[src/rtl/gba_prefetch_pkg.sv]
// Shared types for the cart-ROM prefetcher.
//   pf_state_t : request-side state machine states
//   pf_tag_t   : 64-bit word tag, byte address bits [27:3]
//   pf_hw_sel  : pick halfword k (data[16k+15:16k]) out of a 64-bit word
package gba_prefetch_pkg;

    typedef enum logic [1:0] {STREAM, MISS_WAIT, IDLE_FLUSH} pf_state_t;

    typedef logic [27:3] pf_tag_t;

    localparam int HW_PER_WORD = 4;

    function automatic logic [15:0] pf_hw_sel(input logic [63:0] w, input logic [1:0] k);
        logic [15:0] r;
        r = w[15:0];
        for (int i = 0; i < HW_PER_WORD; i++)
            if (k == 2'(i)) r = w[16*i +: 16];
        return r;
    endfunction

endpackage

[src/rtl/gba_prefetch_fifo.sv]
// Synchronous FIFO of {tag, 64-bit data} words for the ROM prefetcher.
//   i_clk, i_reset  : clock, synchronous active-high reset
//   i_clear         : drop all entries (wins over push/pop in the same cycle)
//   i_push, i_push_tag, i_push_data : write one entry
//   i_pop           : number of entries to retire this cycle (0, 1 or 2)
//   o_head_*        : oldest entry, o_next_* : the one behind it
//   o_count         : number of valid entries
module gba_prefetch_fifo
    import gba_prefetch_pkg::*;
#(
    parameter int DEPTH = 4
) (
    input  logic                      i_clk,
    input  logic                      i_reset,
    input  logic                      i_clear,
    input  logic                      i_push,
    input  logic [24:0]               i_push_tag,
    input  logic [63:0]               i_push_data,
    input  logic [1:0]                i_pop,
    output logic [24:0]               o_head_tag,
    output logic [63:0]               o_head_data,
    output logic [24:0]               o_next_tag,
    output logic [63:0]               o_next_data,
    output logic [$clog2(DEPTH):0]    o_count
);
    localparam int AW = $clog2(DEPTH);

    logic [24:0]   r_tag  [DEPTH];
    logic [63:0]   r_data [DEPTH];
    logic [AW-1:0] r_rd_ptr;
    logic [AW-1:0] r_wr_ptr;
    logic [AW:0]   r_count;
    logic [AW-1:0] w_rd_ptr1;

    // DEPTH is a power of two, so pointers wrap by plain overflow.
    assign w_rd_ptr1 = r_rd_ptr + 1'b1;

    always_ff @(posedge i_clk) begin
        if (i_reset || i_clear) begin
            r_rd_ptr <= '0;
            r_wr_ptr <= '0;
            r_count  <= '0;
        end else begin
            r_wr_ptr <= r_wr_ptr + AW'(i_push);
            r_rd_ptr <= r_rd_ptr + AW'(i_pop);
            r_count  <= r_count + (AW+1)'(i_push) - (AW+1)'(i_pop);
        end
    end

    always_ff @(posedge i_clk) begin
        if (i_push) begin
            r_tag[r_wr_ptr]  <= i_push_tag;
            r_data[r_wr_ptr] <= i_push_data;
        end
    end

    assign o_head_tag  = r_tag[r_rd_ptr];
    assign o_head_data = r_data[r_rd_ptr];
    assign o_next_tag  = r_tag[w_rd_ptr1];
    assign o_next_data = r_data[w_rd_ptr1];
    assign o_count     = r_count;

endmodule

[src/rtl/gba_rom_prefetch.sv]
// Sequential cart-ROM prefetcher in front of ddram channel 1.
// CPU halfword fetches are served from a FIFO of aligned 64-bit words that the
// fetcher keeps filling ahead of the CPU; any non-sequential fetch restarts the stream.
//   i_clk, i_reset        : clock (ddram clock), synchronous active-high reset
//   i_rd_addr[27:1]       : halfword fetch address, sampled with i_rd_req
//   i_rd_req, i_flush     : fetch pulse; drop everything (ROM reload / cart swap)
//   o_rd_data, o_rd_valid : fetched halfword (held) and its 1-cycle strobe
//   o_mem_addr[27:1], o_mem_req, o_mem_rnw : ch1 read request (8-byte aligned, read only)
//   i_mem_dout, i_mem_ready : ch1 read data and completion pulse
module gba_rom_prefetch
    import gba_prefetch_pkg::*;
#(
    parameter int DEPTH = 4
) (
    input  logic         i_clk,
    input  logic         i_reset,
    input  logic [27:1]  i_rd_addr,
    input  logic         i_rd_req,
    input  logic         i_flush,
    output logic [15:0]  o_rd_data,
    output logic         o_rd_valid,
    output logic [27:1]  o_mem_addr,
    output logic         o_mem_req,
    output logic         o_mem_rnw,
    input  logic [63:0]  i_mem_dout,
    input  logic         i_mem_ready
);
    localparam int AW = $clog2(DEPTH);

    pf_state_t   r_state;
    pf_tag_t     r_fetch_tag;
    pf_tag_t     r_inflight_tag;
    logic        r_outstanding;
    logic        r_drop;
    logic [1:0]  r_want_k;
    logic [15:0] r_rd_data;
    logic        r_rd_valid;
    logic        r_mem_req;
    logic [27:1] r_mem_addr;

    logic [24:0] w_head_tag, w_next_tag;
    logic [63:0] w_head_data, w_next_data;
    logic [AW:0] w_count;
    pf_tag_t     w_t;
    logic [1:0]  w_k, w_arr_k;
    logic        w_req_stream, w_hit0, w_hit1, w_pend, w_miss, w_clear;
    logic        w_accept, w_arrive_serve, w_push, w_fetch;
    logic [1:0]  w_pop;

    assign w_t = i_rd_addr[27:3];
    assign w_k = i_rd_addr[2:1];

    // Hit/miss decisions look at the FIFO as it stood before this cycle's push/pop.
    assign w_req_stream = i_rd_req && !i_flush && (r_state == STREAM);
    assign w_hit0 = w_req_stream && (w_count != '0) && (w_t == w_head_tag);
    assign w_hit1 = w_req_stream && !w_hit0 && (w_count >= (AW+1)'(2))
                    && (w_t == pf_tag_t'(w_head_tag + 25'd1));
    assign w_pend = w_req_stream && (w_count == '0) && r_outstanding && !r_drop
                    && (w_t == r_inflight_tag);
    assign w_miss  = i_rd_req && !(w_hit0 || w_hit1 || w_pend);
    assign w_clear = w_miss || i_flush;

    // A reply landing in a clearing cycle belongs to the old stream and is thrown away.
    assign w_accept = i_mem_ready && r_outstanding && !r_drop && !w_clear;

    // The word the CPU is waiting on arrives: answer straight from i_mem_dout.
    // The FIFO is empty here, so a k==3 fetch simply skips the push instead of push+pop.
    assign w_arrive_serve = w_accept && ((r_state == MISS_WAIT) || w_pend);
    assign w_arr_k        = (r_state == MISS_WAIT) ? r_want_k : w_k;
    assign w_push = w_accept && !(w_arrive_serve && (w_arr_k == 2'(HW_PER_WORD-1)));

    always_comb begin
        w_pop = 2'd0;
        if (w_hit0)
            w_pop = (w_k == 2'(HW_PER_WORD-1)) ? 2'd1 : 2'd0;
        else if (w_hit1)
            w_pop = (w_k == 2'(HW_PER_WORD-1)) ? 2'd2 : 2'd1;
    end

    // Held off during a clearing cycle so a request from the old stream is never issued
    // after fetch_tag has been retargeted.
    assign w_fetch = !r_outstanding && (w_count < (AW+1)'(DEPTH)) && !r_drop
                     && (r_state != IDLE_FLUSH) && !w_clear;

    gba_prefetch_fifo #(.DEPTH(DEPTH)) u_fifo (
        .i_clk       (i_clk),
        .i_reset     (i_reset),
        .i_clear     (w_clear),
        .i_push      (w_push),
        .i_push_tag  (r_inflight_tag),
        .i_push_data (i_mem_dout),
        .i_pop       (w_pop),
        .o_head_tag  (w_head_tag),
        .o_head_data (w_head_data),
        .o_next_tag  (w_next_tag),
        .o_next_data (w_next_data),
        .o_count     (w_count)
    );

    always_ff @(posedge i_clk) begin
        if (i_reset) begin
            r_state        <= STREAM;
            r_fetch_tag    <= '0;
            r_inflight_tag <= '0;
            r_want_k       <= '0;
            r_rd_data      <= '0;
            r_rd_valid     <= 1'b0;
            r_mem_req      <= 1'b0;
            r_mem_addr     <= '0;
            // ddram keeps running through our reset: a pending read must still be
            // waited for, and its reply discarded.
            r_outstanding  <= r_outstanding && !i_mem_ready;
            r_drop         <= r_outstanding && !i_mem_ready;
        end else begin
            r_rd_valid <= 1'b0;
            r_mem_req  <= 1'b0;

            if (w_fetch) begin
                r_mem_req      <= 1'b1;
                r_mem_addr     <= {r_fetch_tag, 2'b00};
                r_inflight_tag <= r_fetch_tag;
                r_fetch_tag    <= r_fetch_tag + 25'd1;
                r_outstanding  <= 1'b1;
            end else if (i_mem_ready) begin
                r_outstanding <= 1'b0;
                r_drop        <= 1'b0;
            end

            if (w_clear)
                r_drop <= r_outstanding && !i_mem_ready;

            if (w_miss) begin
                r_fetch_tag <= w_t;
                r_want_k    <= w_k;
                r_state     <= MISS_WAIT;
            end else if (i_flush) begin
                r_state <= IDLE_FLUSH;
            end else if (w_pend && !w_arrive_serve) begin
                r_want_k <= w_k;
                r_state  <= MISS_WAIT;
            end else if (w_arrive_serve) begin
                r_state <= STREAM;
            end

            if (w_hit0) begin
                r_rd_data  <= pf_hw_sel(w_head_data, w_k);
                r_rd_valid <= 1'b1;
            end else if (w_hit1) begin
                r_rd_data  <= pf_hw_sel(w_next_data, w_k);
                r_rd_valid <= 1'b1;
            end else if (w_arrive_serve) begin
                r_rd_data  <= pf_hw_sel(i_mem_dout, w_arr_k);
                r_rd_valid <= 1'b1;
            end
        end
    end

    assign o_rd_data  = r_rd_data;
    assign o_rd_valid = r_rd_valid;
    assign o_mem_addr = r_mem_addr;
    assign o_mem_req  = r_mem_req;
    assign o_mem_rnw  = 1'b1;

endmodule

[config.mk]
export PLATFORM = sky130hd
export DESIGN_NAME = gba_rom_prefetch
export DESIGN_NICKNAME = d
export VERILOG_FILES = /design/src/rtl/gba_prefetch_pkg.sv /design/src/rtl/gba_prefetch_fifo.sv /design/src/rtl/gba_rom_prefetch.sv
export SDC_FILE = /design/constraint.sdc
export NUM_CORES = 1
export LEC_CHECK = 0
export CAP_MARGIN = 10
export CORE_MARGIN = 2
export CORE_UTILIZATION = 40
export DETAILED_ROUTE_END_ITERATION = 16
export MAX_ROUTING_LAYER = met4
export SLEW_MARGIN = 5
export SYNTH_ARGS = -nofsm -noshare
export SYNTH_HDL_FRONTEND = slang
export SYNTH_HIERARCHICAL = 1
export SYNTH_SLANG_ARGS = --single-unit
[constraint.sdc]
create_clock -name i_clk -period 16.1 [get_ports i_clk]
set_input_delay 4.83 -clock i_clk [delete_from_list [all_inputs] [get_ports i_clk]]
set_output_delay 4.83 -clock i_clk [all_outputs]
set_load 0.01 [all_outputs]
Word-level counts from Yosys, hierarchy flattened

Memories as Yosys holds them, arrays and structs flattened. A register that Yosys moved wholly into a read port is not among the register bits.
Index checks and enable logic that the tools add are counted.
Widths: inputs -> output; s select.

Register bits: 81
Bits in read-only memories: 0
Bits of input ports: 96
Word-level logic and storage cells: 128
Latch bits: 0
Memories kept: 2
Output and inout port bits: 46
RAM bits: 356

Memory list:

| memory        | depth | width | read ports | clocked after Yosys merged registers in | wr ports | line                    | RTL |
|---|---|---|---|---|---|---|---|
| u_fifo.r_data | 4     | 64    | 2          | 1                                       | 1        | gba_prefetch_fifo.sv:29 | `logic [63:0] r_data [DEPTH];` |
| u_fifo.r_tag  | 4     | 25    | 1          | 1                                       | 1        | gba_prefetch_fifo.sv:28 | `logic [24:0] r_tag [DEPTH];` |

Shifts and indexed selects: 0
Add/sub/neg operators: 7
Mux-type cells: 40
$mul: 0
Bitwise operators: 0
Reduce and logical (&&, ||, !) cells: 51
Divide/modulo/power cells: 0
Equality and inequality tests: 13
Magnitude comparators: 2

Operators with widths:

| operator              | number |
|---|---|
| $mux 16               | 12 |
| $eq 25x25->1          | 3 |
| $add 25x1->25 const B | 2 |
| $mux 25               | 2 |
| $logic_and 1x1->1     | 24 |
| $mux 2                | 12 |
| $reduce_bool 3->1     | 5 |
| $mux 1                | 14 |
| $logic_not 1->1       | 9 |
| $eq 2x2->1 const B    | 4 |
| $eq 2x1->1 const B    | 3 |
| $logic_or 1x1->1      | 5 |
| $reduce_and 2->1      | 2 |
| $reduce_bool 2->1     | 2 |
| $reduce_bool 4->1     | 1 |
| $add 3x1->3           | 1 |
| $ge 3x2->1 const B    | 1 |
| $logic_not 3->1       | 1 |
| $lt 3x3->1 const B    | 1 |
| $ne 3x2->1 const B    | 1 |
| $sub 3x2->3           | 1 |
| $add 2x1->2           | 1 |
| $add 2x1->2 const B   | 1 |
| $add 2x2->2           | 1 |
| 4 further kinds       | 4 |

Logic depth before layout (Yosys ltp)

Depth in word-level cells: 22
Mapped depth: 20
Mapped depth without buffers: 16

Cells and area by module

Netlist, hierarchy kept.

By module, submodules not included:

| module            | area each (µm²) | times used | cells each |
|---|---|---|---|
| gba_prefetch_fifo | 15371.0         | 1          | 607 |
| gba_rom_prefetch  | 6749.0          | 1          | 800 |

Worst setup path before layout

Ideal clock, no wire load.

Kind: input to register
Start: in i_flush
End: mem u_fifo.r_data[0][0], enable pin
Arrival time: 13392 ps
Slack: 2041 ps
Path buffers: 1
Stages: 9
Data required time: 15433 ps
Library setup time: 667 ps
Cells stage by stage: buf_2 nor4b_4 nand4_1 nor4_1 nand4_1 nand3_1 nor2_1 nor4_1 nor3b_1

Cells in the longest elaborated chain, start to end: 22
Elaborated cells between the ends (all ways): 27
Classes of those cells: 2 x mux; 25 x reduce/logical

RTL lines:

| element                         | line                    | RTL |
|---|---|---|
| start, declared                 | gba_rom_prefetch.sv:19  | `input logic i_flush,` |
| $logic_not 1->1                 | gba_rom_prefetch.sv:54  | `assign w_req_stream = i_rd_req && !i_flush && (r_state == STREAM);` |
| $logic_and 1x1->1 (2 in series) | gba_rom_prefetch.sv:54  |  |
| $logic_and 1x1->1 (2 in series) | gba_rom_prefetch.sv:55  | `assign w_hit0 = w_req_stream && (w_count != '0) && (w_t == w_head_tag);` |
| $logic_not 1->1                 | gba_rom_prefetch.sv:56  | `assign w_hit1 = w_req_stream && !w_hit0 && (w_count >= (AW+1)'(2))` |
| $logic_and 1x1->1 (2 in series) | gba_rom_prefetch.sv:56  |  |
| $logic_and 1x1->1               | gba_rom_prefetch.sv:57  | `&& (w_t == pf_tag_t'(w_head_tag + 25'd1));` |
| $logic_or 1x1->1 (2 in series)  | gba_rom_prefetch.sv:60  | `assign w_miss = i_rd_req && !(w_hit0 \|\| w_hit1 \|\| w_pend);` |
| $logic_not 1->1                 | gba_rom_prefetch.sv:60  |  |
| [... 3 more ...]                | --                      |  |
| $logic_and 1x1->1               | gba_rom_prefetch.sv:64  | `assign w_accept = i_mem_ready && r_outstanding && !r_drop && !w_clear;` |
| $logic_and 1x1->1               | gba_rom_prefetch.sv:68  | `assign w_arrive_serve = w_accept && ((r_state == MISS_WAIT) \|\| w_pend);` |
| $logic_and 1x1->1               | gba_rom_prefetch.sv:70  | `assign w_push = w_accept && !(w_arrive_serve && (w_arr_k == 2'(HW_PER_WORD-1)));` |
| $logic_not 1->1                 | gba_rom_prefetch.sv:70  |  |
| $logic_and 1x1->1 *             | gba_rom_prefetch.sv:70  |  |
| via w_push                      | gba_rom_prefetch.sv:47  | `logic w_accept, w_arrive_serve, w_push, w_fetch;` |
| $mux 1 *                        | gba_prefetch_fifo.sv:51 | `if (i_push) begin` |
| $mux 1 (implied by the code) *  | gba_prefetch_fifo.sv:53 | `r_data[r_wr_ptr] <= i_push_data;` |
| end, declared                   | gba_prefetch_fifo.sv:29 |  |

Mark *: on every way through the listed nets, which the timed path passes. The rest lies on a longest branch.

Final worst setup path

Start: in i_rd_addr[6] in the netlist's numbering
End: mem u_fifo.r_data[2][37], enable pin

Cells in the longest elaborated chain, start to end: 19
Elaborated cells between the ends (all ways): 23
Classes of those cells: 3 x eq/ne; 2 x mux; 18 x reduce/logical

RTL lines:

| element                         | line                    | RTL |
|---|---|---|
| start, declared                 | gba_rom_prefetch.sv:17  | `input logic [27:1] i_rd_addr,` |
| $eq 25x25->1                    | gba_rom_prefetch.sv:55  |  |
| $logic_and 1x1->1               | gba_rom_prefetch.sv:55  |  |
| $logic_not 1->1                 | gba_rom_prefetch.sv:56  |  |
| $logic_and 1x1->1 (2 in series) | gba_rom_prefetch.sv:56  |  |
| $logic_and 1x1->1               | gba_rom_prefetch.sv:57  |  |
| $logic_or 1x1->1 (2 in series)  | gba_rom_prefetch.sv:60  |  |
| $logic_not 1->1                 | gba_rom_prefetch.sv:60  |  |
| $logic_and 1x1->1               | gba_rom_prefetch.sv:60  |  |
| [... 2 more ...]                | --                      |  |
| $logic_and 1x1->1               | gba_rom_prefetch.sv:64  |  |
| $logic_and 1x1->1               | gba_rom_prefetch.sv:68  |  |
| $logic_and 1x1->1               | gba_rom_prefetch.sv:70  |  |
| $logic_not 1->1                 | gba_rom_prefetch.sv:70  |  |
| $logic_and 1x1->1 *             | gba_rom_prefetch.sv:70  |  |
| via w_push                      | gba_rom_prefetch.sv:47  |  |
| $mux 1 *                        | gba_prefetch_fifo.sv:51 |  |
| $mux 1 (implied by the code) *  | gba_prefetch_fifo.sv:53 |  |

Marked as above.

==> flow_summary_export.csv <==
group,metric,value,unit
route,initialDrtViolationCount,1008,
placed_design,io_buffers,138,
timing,final_max_slew_viol_count,0,
floorplan,fp.dieW,236.0,um
floorplan,die-area,55680,um2
floorplan,ios,142,
cts,cts_made_buffers,49,
setup_path,crit_slowest_cell,"nand3_1",
setup_path,cp_cell_sequence,"clkdlybuf4s50_1, xnor2_1, nand2_1, or3_1, nor4_1, nand4_1, nand3_1, nor2_1, nor4_1, nand2_1, nor2_4, buf_4, buf_4",
timing,finalSetupViolations,0,
power,max-vdd-ir-drop,0.08464,mV
synth,yosys_warnings,6,
hold_path,min_path_type,"reg2reg",
cts,cts_setup_buffers,0,
synth,synth_cells,1378,
cts,clk_latency,0.60,ns
route,wl_per_cell,25.43,um
route,firstDrtPassIters,5,
cts,clkTransAtPathRegs,0.06,ns
layout,areaGrowthSynthToFinish,16.51,%
power,power,2.522,mW
power,powerDensity,100.6,nW/um2
timing,fin_crit_sh,65.00,%
floorplan,std_cell_rows,85,
global_routing,antenna_found_initial,0,
route,wirelength,56570,um
global_routing,grt_pass1_wl,84040,um
setup_path,worstSetupStartpointType,"input port",
setup_path,cp_slowest_stage_delay,0.99,ns
synth,synth_area,21520,um2
timing,skew,0.03165,ns
global_routing,globalRouteOverflowTotal,0,
layout,fin_nets,1594,
cts,cts.sinks,437,
setup_path,cp-end-kind,"register",
timing,rsz0062_at_grt,"no",
setup_path,required,16.31,ns
global_routing,grt_pass1_vias,13237,
setup_path,critPathMaxFanout,46,
flow_run,cap_violations,0,
layout,drive_above_1_share,21.26,%
route,vias,13104,
timing,worst_pin_slew,1.220,ns
placed_design,place_hpwl,36940,um
placed_design,dpl_cell_area,23430,um2
timing,setup_tns,0,ns
global_routing,grt_usage,20.78,%
timing,setup_ws,5.635,ns
power,p_leak,7.920,nW
floorplan,core-area,53500,um2
cts,cts_tree,"yes",
floorplan,die_h,236.0,um
placed_design,dp_slack,5.055,ns
route,drtAntennaViolNets,0,
timing,slew_headroom,18.46,%
layout,final_core_util,46.88,%
cts,cts-htree-levels,2,
placed_design,routabilityCongestion,0.9476,
route,drc,0,
timing,hold_viol,0,
setup_path,critPathTopFamily,"simple AND/OR/NAND/NOR gates",
timing,max_freq,0.09556,GHz
run_status,status,"finished, final reports clean",
setup_path,worstPathArrival,10.67,ns
global_routing,grt_start_max_net_pins,114,
setup_path,critical_path_class,"in2reg",
cts,cts_root_buf,"clkbuf_16",
layout,final_area,25080,um2
cts,holdBufCountCts,0,
setup_path,ff2ff_setup_slack,7.96,ns
synth,avgSynthCellArea,15.62,um2
cts,cts_max_path_buffers,3,
layout,antenna_cells_inserted,0,
cts,cts_resized,0,
setup_path,path_buf_inv,3,
floorplan,start_util,40.24,%
route,viasPerCell,5.889,
timing,fin_crit,10.46,ns
worst register-to-register path: stages (launching register included):
cell and delay (ns):
dfxtp_4 0.89, buf_12 0.74, mux4_2 0.79, xnor2_1 0.45, nand2_1 0.10, or3_1 0.37, nor4_1 0.29, nand4_1 0.30
nand3_1 1.00, nor2_1 0.25, nor4_1 0.90, nand2_1 0.22, nor2_4 0.12, buf_4 0.55, buf_4 0.75
layout by cell type, fill, tap and decap left out, types with 15 or more instances in the layout:
master	n
clkdlybuf4s50_1	135
a31oi_1	17
nand4_1	19
nor4_1	17
nand2_1	72
dfxtp_1	77
nor3_1	46
clkbuf_16	49
mux2i_1	30
inv_1	24
clkinv_2	15
a211oi_1	39
a221oi_1	15
nand2b_1	58
mux4_2	185
buf_4	20
edfxtp_1	358
and2_1	20
xnor2_1	38
xor2_1	46
nor2_1	49
nand3_1	18
metrics by stage:
step | std cells | hold WS [ns]
6_report | 2225 | 0.4728
5_1_grt | 2225 | 0.5068
4_1_cts | 2225 | 0.4759
3_5_place_dp | 2135 | 0.4652
3_3_place_gp | 2135 | 0.4629
2_1_floorplan | 1379 | 0.4512
state kept, by name (all words and copies together), names as in the netlist, 2 cells and up:
register         flops
r_fetch_tag         25
u_fifo/r_data      256
r_want_k             2
u_fifo/r_wr_ptr      2
u_fifo/r_rd_ptr      2
u_fifo/o_count       3
r_state              2
u_fifo/r_tag       100
o_rd_data           16
o_mem_addr          25
metal layers:
layer,GRT usage [%],vias up,wire (um)
met5,-,-,0
met4,6.041,0,1400
met3,3.581,83,3136
li1,-,5746,-
met2,33.59,455,27680
met1,27.07,6820,24360
final cells by class:
| cell class | count | area [um2] |
|---|---|---|
| Clock buffer | 55 | 1289 |
| Sequential cell | 437 | 12340 |
| Inverter | 24 | 90.09 |
| Multi-Input combinational cell | 820 | 8594 |
| Tap cell | 696 | 870.8 |
| Fill cell | 4623 | 28420 |
| Clock inverter | 35 | 362.8 |
| Timing Repair Buffer | 158 | 1531 |
report_power, final:
group	internal [mW]	total (mW)	switching, mW
logic	0.0667	0.149	0.0826
registers	1.23	1.24	0.0142
clock network	0.661	1.13	0.467
final timing paths:
path,endpoint,from,depth (start not counted)
worst max-delay path,u_fifo/r_data[2][37]$_DFFE_PP_,i_rd_addr[6],13
worst max register to register,u_fifo/r_data[2][37]$_DFFE_PP_,u_fifo/r_rd_ptr[1]$_SDFF_PP0_,14
worst min-delay path,o_mem_addr[13]$_SDFFE_PP0P_,r_fetch_tag[10]$_SDFFE_PP0P_,2
worst min register to register,o_mem_addr[13]$_SDFFE_PP0P_,r_fetch_tag[10]$_SDFFE_PP0P_,2
Power figures use the tool's default switching activity.
